--- src/rtl/seq_div32_pkg.sv ---
// Shared definitions for the sequential RV32M-style divider: op encodings,
// FSM states and the signed-overflow dividend.
package seq_div32_pkg;

    localparam logic [1:0] OP_DIV  = 2'b00;
    localparam logic [1:0] OP_DIVU = 2'b01;
    localparam logic [1:0] OP_REM  = 2'b10;
    localparam logic [1:0] OP_REMU = 2'b11;

    localparam logic [31:0] INT_MIN = 32'h8000_0000;

    typedef enum logic [1:0] {
        ST_IDLE = 2'b00,
        ST_CALC = 2'b01,
        ST_DONE = 2'b10
    } state_t;

endpackage

--- src/rtl/seq_div32_div_step.sv ---
// One restoring-division trial subtract: partial remainder minus divisor at
// WIDTH+1 bits, returning the low WIDTH bits of the difference and the borrow.
module div_step #(
    parameter int WIDTH = 32
) (
    input  logic [WIDTH:0]   a,
    input  logic [WIDTH:0]   b,
    output logic [WIDTH-1:0] diff,
    output logic             borrow
);

    // The top bit of the difference is only meaningful when borrow is set,
    // and then the difference is discarded, so only the low bits leave here.
    assign diff   = a[WIDTH-1:0] - b[WIDTH-1:0];
    assign borrow = (a < b);

endmodule

--- src/rtl/seq_div32.sv ---
// Iterative 32-bit divider: one quotient bit per cycle, RV32M DIV/DIVU/REM/REMU
// semantics including divide-by-zero and signed-overflow special cases.
module seq_div32
    import seq_div32_pkg::*;
#(
    parameter int WIDTH = 32
) (
    input  logic             clk,
    input  logic             rst,
    input  logic             start,
    input  logic [1:0]       op,
    input  logic [WIDTH-1:0] x,
    input  logic [WIDTH-1:0] y,
    output logic             busy,
    output logic             done,
    output logic [WIDTH-1:0] result
);

    localparam int CW = $clog2(WIDTH);
    localparam logic [WIDTH-1:0] MIN_VAL = {1'b1, {(WIDTH-1){1'b0}}};

    state_t           state_reg;
    logic [CW-1:0]    count_reg;
    logic [WIDTH-1:0] rem_reg;
    logic [WIDTH-1:0] quot_reg;
    logic [WIDTH-1:0] divisor_reg;
    logic             qsign_reg;
    logic             rsign_reg;
    logic             is_rem_reg;

    logic             signed_op;
    logic [WIDTH-1:0] abs_x;
    logic [WIDTH-1:0] abs_y;
    logic             div_zero;
    logic             overflow;
    logic [WIDTH:0]   partial;
    logic [WIDTH-1:0] trial;
    logic             borrow;
    logic [WIDTH-1:0] rem_step;
    logic [WIDTH-1:0] quot_step;
    logic [WIDTH-1:0] quot_fix;
    logic [WIDTH-1:0] rem_fix;

    assign signed_op = ~op[0];
    assign abs_x     = (signed_op && x[WIDTH-1]) ? -x : x;
    assign abs_y     = (signed_op && y[WIDTH-1]) ? -y : y;
    assign div_zero  = (y == '0);
    assign overflow  = signed_op && (x == MIN_VAL) && (y == '1);

    // The dividend is held in quot_reg and shifted out MSB-first into the remainder.
    assign partial = {rem_reg, quot_reg[WIDTH-1]};

    div_step #(.WIDTH(WIDTH)) u_div_step (
        .a      (partial),
        .b      ({1'b0, divisor_reg}),
        .diff   (trial),
        .borrow (borrow)
    );

    assign rem_step  = borrow ? partial[WIDTH-1:0] : trial;
    assign quot_step = {quot_reg[WIDTH-2:0], ~borrow};
    assign quot_fix  = qsign_reg ? -quot_step : quot_step;
    assign rem_fix   = rsign_reg ? -rem_step : rem_step;

    always_ff @(posedge clk) begin
        if (rst) begin
            state_reg   <= ST_IDLE;
            count_reg   <= '0;
            rem_reg     <= '0;
            quot_reg    <= '0;
            divisor_reg <= '0;
            qsign_reg   <= 1'b0;
            rsign_reg   <= 1'b0;
            is_rem_reg  <= 1'b0;
            busy        <= 1'b0;
            done        <= 1'b0;
            result      <= '0;
        end else begin
            case (state_reg)
                ST_CALC: begin
                    rem_reg   <= rem_step;
                    quot_reg  <= quot_step;
                    count_reg <= count_reg + CW'(1);
                    if (count_reg == CW'(WIDTH-1)) begin
                        result    <= is_rem_reg ? rem_fix : quot_fix;
                        state_reg <= ST_DONE;
                        busy      <= 1'b0;
                        done      <= 1'b1;
                    end
                end
                default: begin
                    done <= 1'b0;
                    busy <= 1'b0;
                    if (start) begin
                        if (div_zero) begin
                            result    <= op[1] ? x : '1;
                            state_reg <= ST_DONE;
                            done      <= 1'b1;
                        end else if (overflow) begin
                            result    <= op[1] ? '0 : MIN_VAL;
                            state_reg <= ST_DONE;
                            done      <= 1'b1;
                        end else begin
                            rem_reg     <= '0;
                            quot_reg    <= abs_x;
                            divisor_reg <= abs_y;
                            qsign_reg   <= signed_op & (x[WIDTH-1] ^ y[WIDTH-1]);
                            rsign_reg   <= signed_op & x[WIDTH-1];
                            is_rem_reg  <= op[1];
                            count_reg   <= '0;
                            state_reg   <= ST_CALC;
                            busy        <= 1'b1;
                        end
                    end else begin
                        state_reg <= ST_IDLE;
                    end
                end
            endcase
        end
    end

endmodule

--- config.mk ---
export PLATFORM = sky130hd
export DESIGN_NAME = seq_div32
export DESIGN_NICKNAME = d
export VERILOG_FILES = /design/src/rtl/seq_div32_pkg.sv /design/src/rtl/seq_div32_div_step.sv /design/src/rtl/seq_div32.sv
export SDC_FILE = /design/constraint.sdc
export NUM_CORES = 1
export LEC_CHECK = 0
export BUFFER_PORTS_ARGS = -buffer_cell sky130_fd_sc_hd__clkbuf_2
export CORE_ASPECT_RATIO = 1.1
export CORE_MARGIN = 2
export CORE_UTILIZATION = 30
export DETAILED_ROUTE_END_ITERATION = 7
export GPL_TIMING_DRIVEN = 0
export PLACE_DENSITY = 0.51
export SLEW_MARGIN = 25
export SYNTH_ARGS = -nofsm -noshare
export SYNTH_HDL_FRONTEND = slang
export SYNTH_SLANG_ARGS = --single-unit
export TNS_END_PERCENT = 50
--- constraint.sdc ---
create_clock -name clk -period 9.7 [get_ports clk]
set_clock_uncertainty 0.1 [all_clocks]
set_input_delay 1.455 -clock clk [delete_from_list [all_inputs] [get_ports clk]]
set_output_delay 1.455 -clock clk [all_outputs]
set_load 0.01 [all_outputs]
==> PnR_summary.wiki <==
{| class="wikitable"
! Metric !! Value
|-
| Count of vias placed by the detailed router || between 10000 and 15000
|-
| Most frequent cells in the layout || 230 x sky130_fd_sc_hd__nor2_1, 139 x sky130_fd_sc_hd__dfxtp_1, 136 x sky130_fd_sc_hd__nand2_1
|-
| Sort of element at the end of the critical path || flip-flop
|-
| Starting DRC count in detailed routing || between 1000 and 1500
|-
| Hold WS || about 0.37 ns
|-
| Cts bufs inserted || 17
|-
| Async SR Flop Fraction || 0
|-
| CP peak stage delay || around 0.52 ns
|-
| Clock root buffer || sky130_fd_sc_hd__clkbuf_16
|-
| Count of cell types in the netlist || 96
|-
| Proportion of layout cells with a drive suffix above 1 || 0.112
|-
| Antenna violations before repair || 0
|-
| Wire length of the first global-routing pass || ~72 mm
|-
| Family of cells with the greatest summed delay on the critical path || compound AO/OA/AOI/OAI gates
|-
| Reg2Reg Launch Point || quot_reg[31]$_SDFFE_PP0P_
|-
| Final critical path time including I/O delays and setup || 6.68 ns
|-
| Worst Setup SP || quot_reg[31]$_SDFFE_PP0P_
|-
| Overflow left after global routing || 0
|-
| Worst-case hold path end point || divisor_reg[31]$_SDFFE_PP0P_
|-
| Clock share of power || 0.308
|-
| Layout Cells excl Fill || ~2200
|-
| Largest net degree at the start of global routing || 17
|-
| Final setup viols || 0
|-
| Worst EP required || between 9 and 10 ns
|-
| Top-level port count || about 100
|-
| Worst slew slack as a fraction of its limit || 0.349
|-
| Post-detailed-route wirelength per cell || 22.3 um
|-
| Post-CTS setup-driven buffer insertion count || 0
|-
| Iteration count of the initial detailed-routing pass || 8
|-
| Warnings, synthesis || 0
|-
| Overall track demand over capacity in global routing || 0.242
|-
| Max VDD drop || 139 uV
|-
| Hold/Removal Path Class || flip-flop to flip-flop
|-
| Detail Route Antenna Nets || 0
|-
| Hold Vio Cnt, Final || 0
|-
| Cell-internal power || around 1.4 mW
|-
| Number of design rule violations left after detail routing || 0
|-
| Kind of critical path || flip-flop to flip-flop
|-
| Hold Buf Count CTS || 0
|-
| Detail-routed via count per cell || a little under 6
|-
| Chip height || 208 um
|-
| Clock Sink Count || 139
|-
| Ordered cell list for the critical path || inv_1 -> ha_1 -> nand2b_1 -> a21oi_1 -> o21ai_1 -> a21o_1 -> nand2_4 -> buf_6 -> clkbuf_1 -> clkbuf_1 -> nand2_1 -> o21ai_0 -> ha_1 -> nand2_1 -> a2111o_1 -> nor3_1 -> a31oi_1 -> or3_1 -> o31ai_1 -> xnor2_1 -> a21oi_1 -> a21oi_1
|-
| Proportion of power drawn by flip-flops and latches || 0.276
|-
| Pins over their slew limit || 0
|-
| Fillers || about 4000
|-
| Port Buf Inserts || around 100
|-
| Beginning of the worst hold path || divisor_reg[31]$_SDFFE_PP0P_
|-
| Cell count after synthesis || approximately 1600
|-
| Slack of the worst reg-to-reg path || around 3 ns
|-
| Total length of routed wires || 48.6 mm
|-
| Part of the Yosys area used for sequential elements || 0.246
|-
| Crit path arrival time || 6.89 ns
|-
| Routability Congestion || around 0.94
|-
| Crit path buf inv count || 4
|-
| Transition at the pin with the smallest max-transition slack || 0.968 ns
|-
| Number of flops mapped to enable cells by yosys || 0
|-
| Combinational fraction of design power || 0.416
|-
| Unrepaired setup endpoints after global routing || no
|-
| H-tree depth || 4
|-
| Leading register cell type out of synthesis || sky130_fd_sc_hd__dfxtp_1
|-
| Net Count, Synth || between 1500 and 2000
|-
| Max-capacitance violation count || 0
|-
| Critical register-to-register path endpoint || result[26]$_SDFFE_PP0P_
|-
| Placement-stage cell area || around 12000 um^2
|-
| Cts repair resizes || 0
|-
| Max Clock Freq || 150 MHz
|-
| Cell count after placement || 2146
|-
| Aggregate negative setup slack || 0 ns
|-
| Power density normalized to cell area || approximately 180 nW/um^2
|-
| Rows || 74
|-
| Most Frequent Cell on Critical Path || sky130_fd_sc_hd__a21oi_1
|-
| Area of the die || between 30000 and 40000 um^2
|-
| Count of state elements after synthesis || between 100 and 150
|-
| Worst reg2reg path depth || 22
|-
| Net switching fraction of the power || 0.412
|-
| Critical-path maximum fanout || 10
|-
| Post-detail-place hpwl || 38.7 mm
|-
| Startpoint types || flip-flop
|-
| Area overhead of the layout relative to synthesis || 15.4%
|-
| Leading cell type in the layout, fill and taps excluded || sky130_fd_sc_hd__nor2_1
|-
| Total leakage power || about 4.9 nW
|-
| Result of the run || finished, final reports clean
|-
| Clock-pin slew on the worst setup and hold paths || ~0.060 ns
|-
| Die width || 189 um
|-
| Switch Pwr || about 950 uW
|-
| Post-synthesis cell area || 11300 um^2
|-
| Final Cell Area || about 13000 um^2
|-
| Number of nets at the end of the flow || between 1500 and 2000
|-
| Initial Util || 0.305
|-
| Count of inserted antenna diode cells || 0
|-
| Via count of the first global-routing pass || 11700
|-
| TritonCTS clock tree || built
|-
| Skew-Pair Late Insertion Delay || between 0.4 and 0.5 ns
|-
| Mean Syn Cell Area || between 7 and 8 um^2
|-
| Share of the clock period used by the worst path || 0.689
|-
| Slowest cell on crit path || sky130_fd_sc_hd__dfxtp_1
|-
| Count of cells along the worst hold path || 2
|-
| Area inside the core boundary || roughly 37000 um^2
|-
| Max Buffers Root-to-Sink || 2
|}
[tightest hold or removal path, stage by stage (launching register included)]
cell and delay, ns:
sky130_fd_sc_hd__dfxtp_1 0.31, sky130_fd_sc_hd__nand2_1 0.06, sky130_fd_sc_hd__a21oi_1 0.05
[layer usage]
| layer | vias up | track usage | wire (um) |
|---|---|---|---|
| met5 | - | 0 | 0 |
| met2 | 515 | 0.390 | 22100 |
| met4 | 0 | 0.0730 | 1150 |
| met1 | 6123 | 0.329 | 21800 |
| li1 | 5926 | - | - |
| met3 | 66 | 0.0401 | 3470 |
[power groups by stage]
stage          Sequential, mW  Clock (mW)  Combinational (mW)
3_5_place_dp            0.648           0               0.932
3_3_place_gp            0.647           0               0.927
6_report                0.636       0.710               0.957
2_1_floorplan           0.635           0               0.656
4_1_cts                 0.635       0.712               0.937
5_1_grt                 0.639       0.735                1.03
[worst max path at each step]
stage	to	slack, ns	cells past startpoint
floorplan	result[26]$_SDFFE_PP0P_	4.55	20
global placement	result[26]$_SDFFE_PP0P_	3.30	20
detailed placement	result[26]$_SDFFE_PP0P_	3.31	20
CTS	result[26]$_SDFFE_PP0P_	3.28	22
global route	result[26]$_SDFFE_PP0P_	2.73	22
finish	result[26]$_SDFFE_PP0P_	3.02	22
[kinds of logic after synthesis]
logic type	count (synthesis)	synth area share
AO/OA/AOI/OAI	500	0.299
buffers and inverters	154	0.0537
flip-flops	139	0.246
AND/OR/NAND/NOR	558	0.229
multiplexers	26	0.0242
XOR/XNOR	133	0.103
adder cells (fa/ha/maj)	40	0.0449
[layout make-up]
cell class                 instances  area (um^2)  area share
multi-input combinational       1257         7930       0.607
inverter                          54          203      0.0155
buffer                           100          405      0.0310
sequential                       139         2780       0.213
timing repair buffer             102          510      0.0391
tap                              494          618      0.0473
clock inverter                     9          135      0.0103
clock buffer                      23          478      0.0366
[synth_stat cells, types with 22 or more instances]
library cell	n	area share
sky130_fd_sc_hd__clkbuf_1	76	0.025
sky130_fd_sc_hd__a31oi_1	52	0.029
sky130_fd_sc_hd__nand4_1	22	0.012
sky130_fd_sc_hd__mux2i_1	22	0.019
sky130_fd_sc_hd__inv_1	53	0.018
sky130_fd_sc_hd__o211ai_1	24	0.016
sky130_fd_sc_hd__a211oi_1	42	0.028
sky130_fd_sc_hd__nand3_1	30	0.013
sky130_fd_sc_hd__o21ai_0	106	0.047
sky130_fd_sc_hd__nor3_1	30	0.013
sky130_fd_sc_hd__xnor2_1	62	0.048
sky130_fd_sc_hd__xor2_1	71	0.055
sky130_fd_sc_hd__dfxtp_1	139	0.25
sky130_fd_sc_hd__ha_1	39	0.043
sky130_fd_sc_hd__nand2_1	136	0.045
sky130_fd_sc_hd__nor2_1	230	0.076
sky130_fd_sc_hd__a21oi_1	100	0.044
[through the flow]
| step | total power, mW | utilization | worst slack (ns) |
|---|---|---|---|
| after floorplan | 1.29 | - | 4.55 |
| after global placement | 1.57 | 0.335 | 3.30 |
| after detailed placement | 1.58 | 0.335 | 3.31 |
| after CTS | 2.28 | 0.352 | 3.28 |
| after global routing | 2.41 | 0.352 | 2.73 |
| final | 2.30 | 0.352 | 3.02 |
Power figures use the tool's default switching activity.
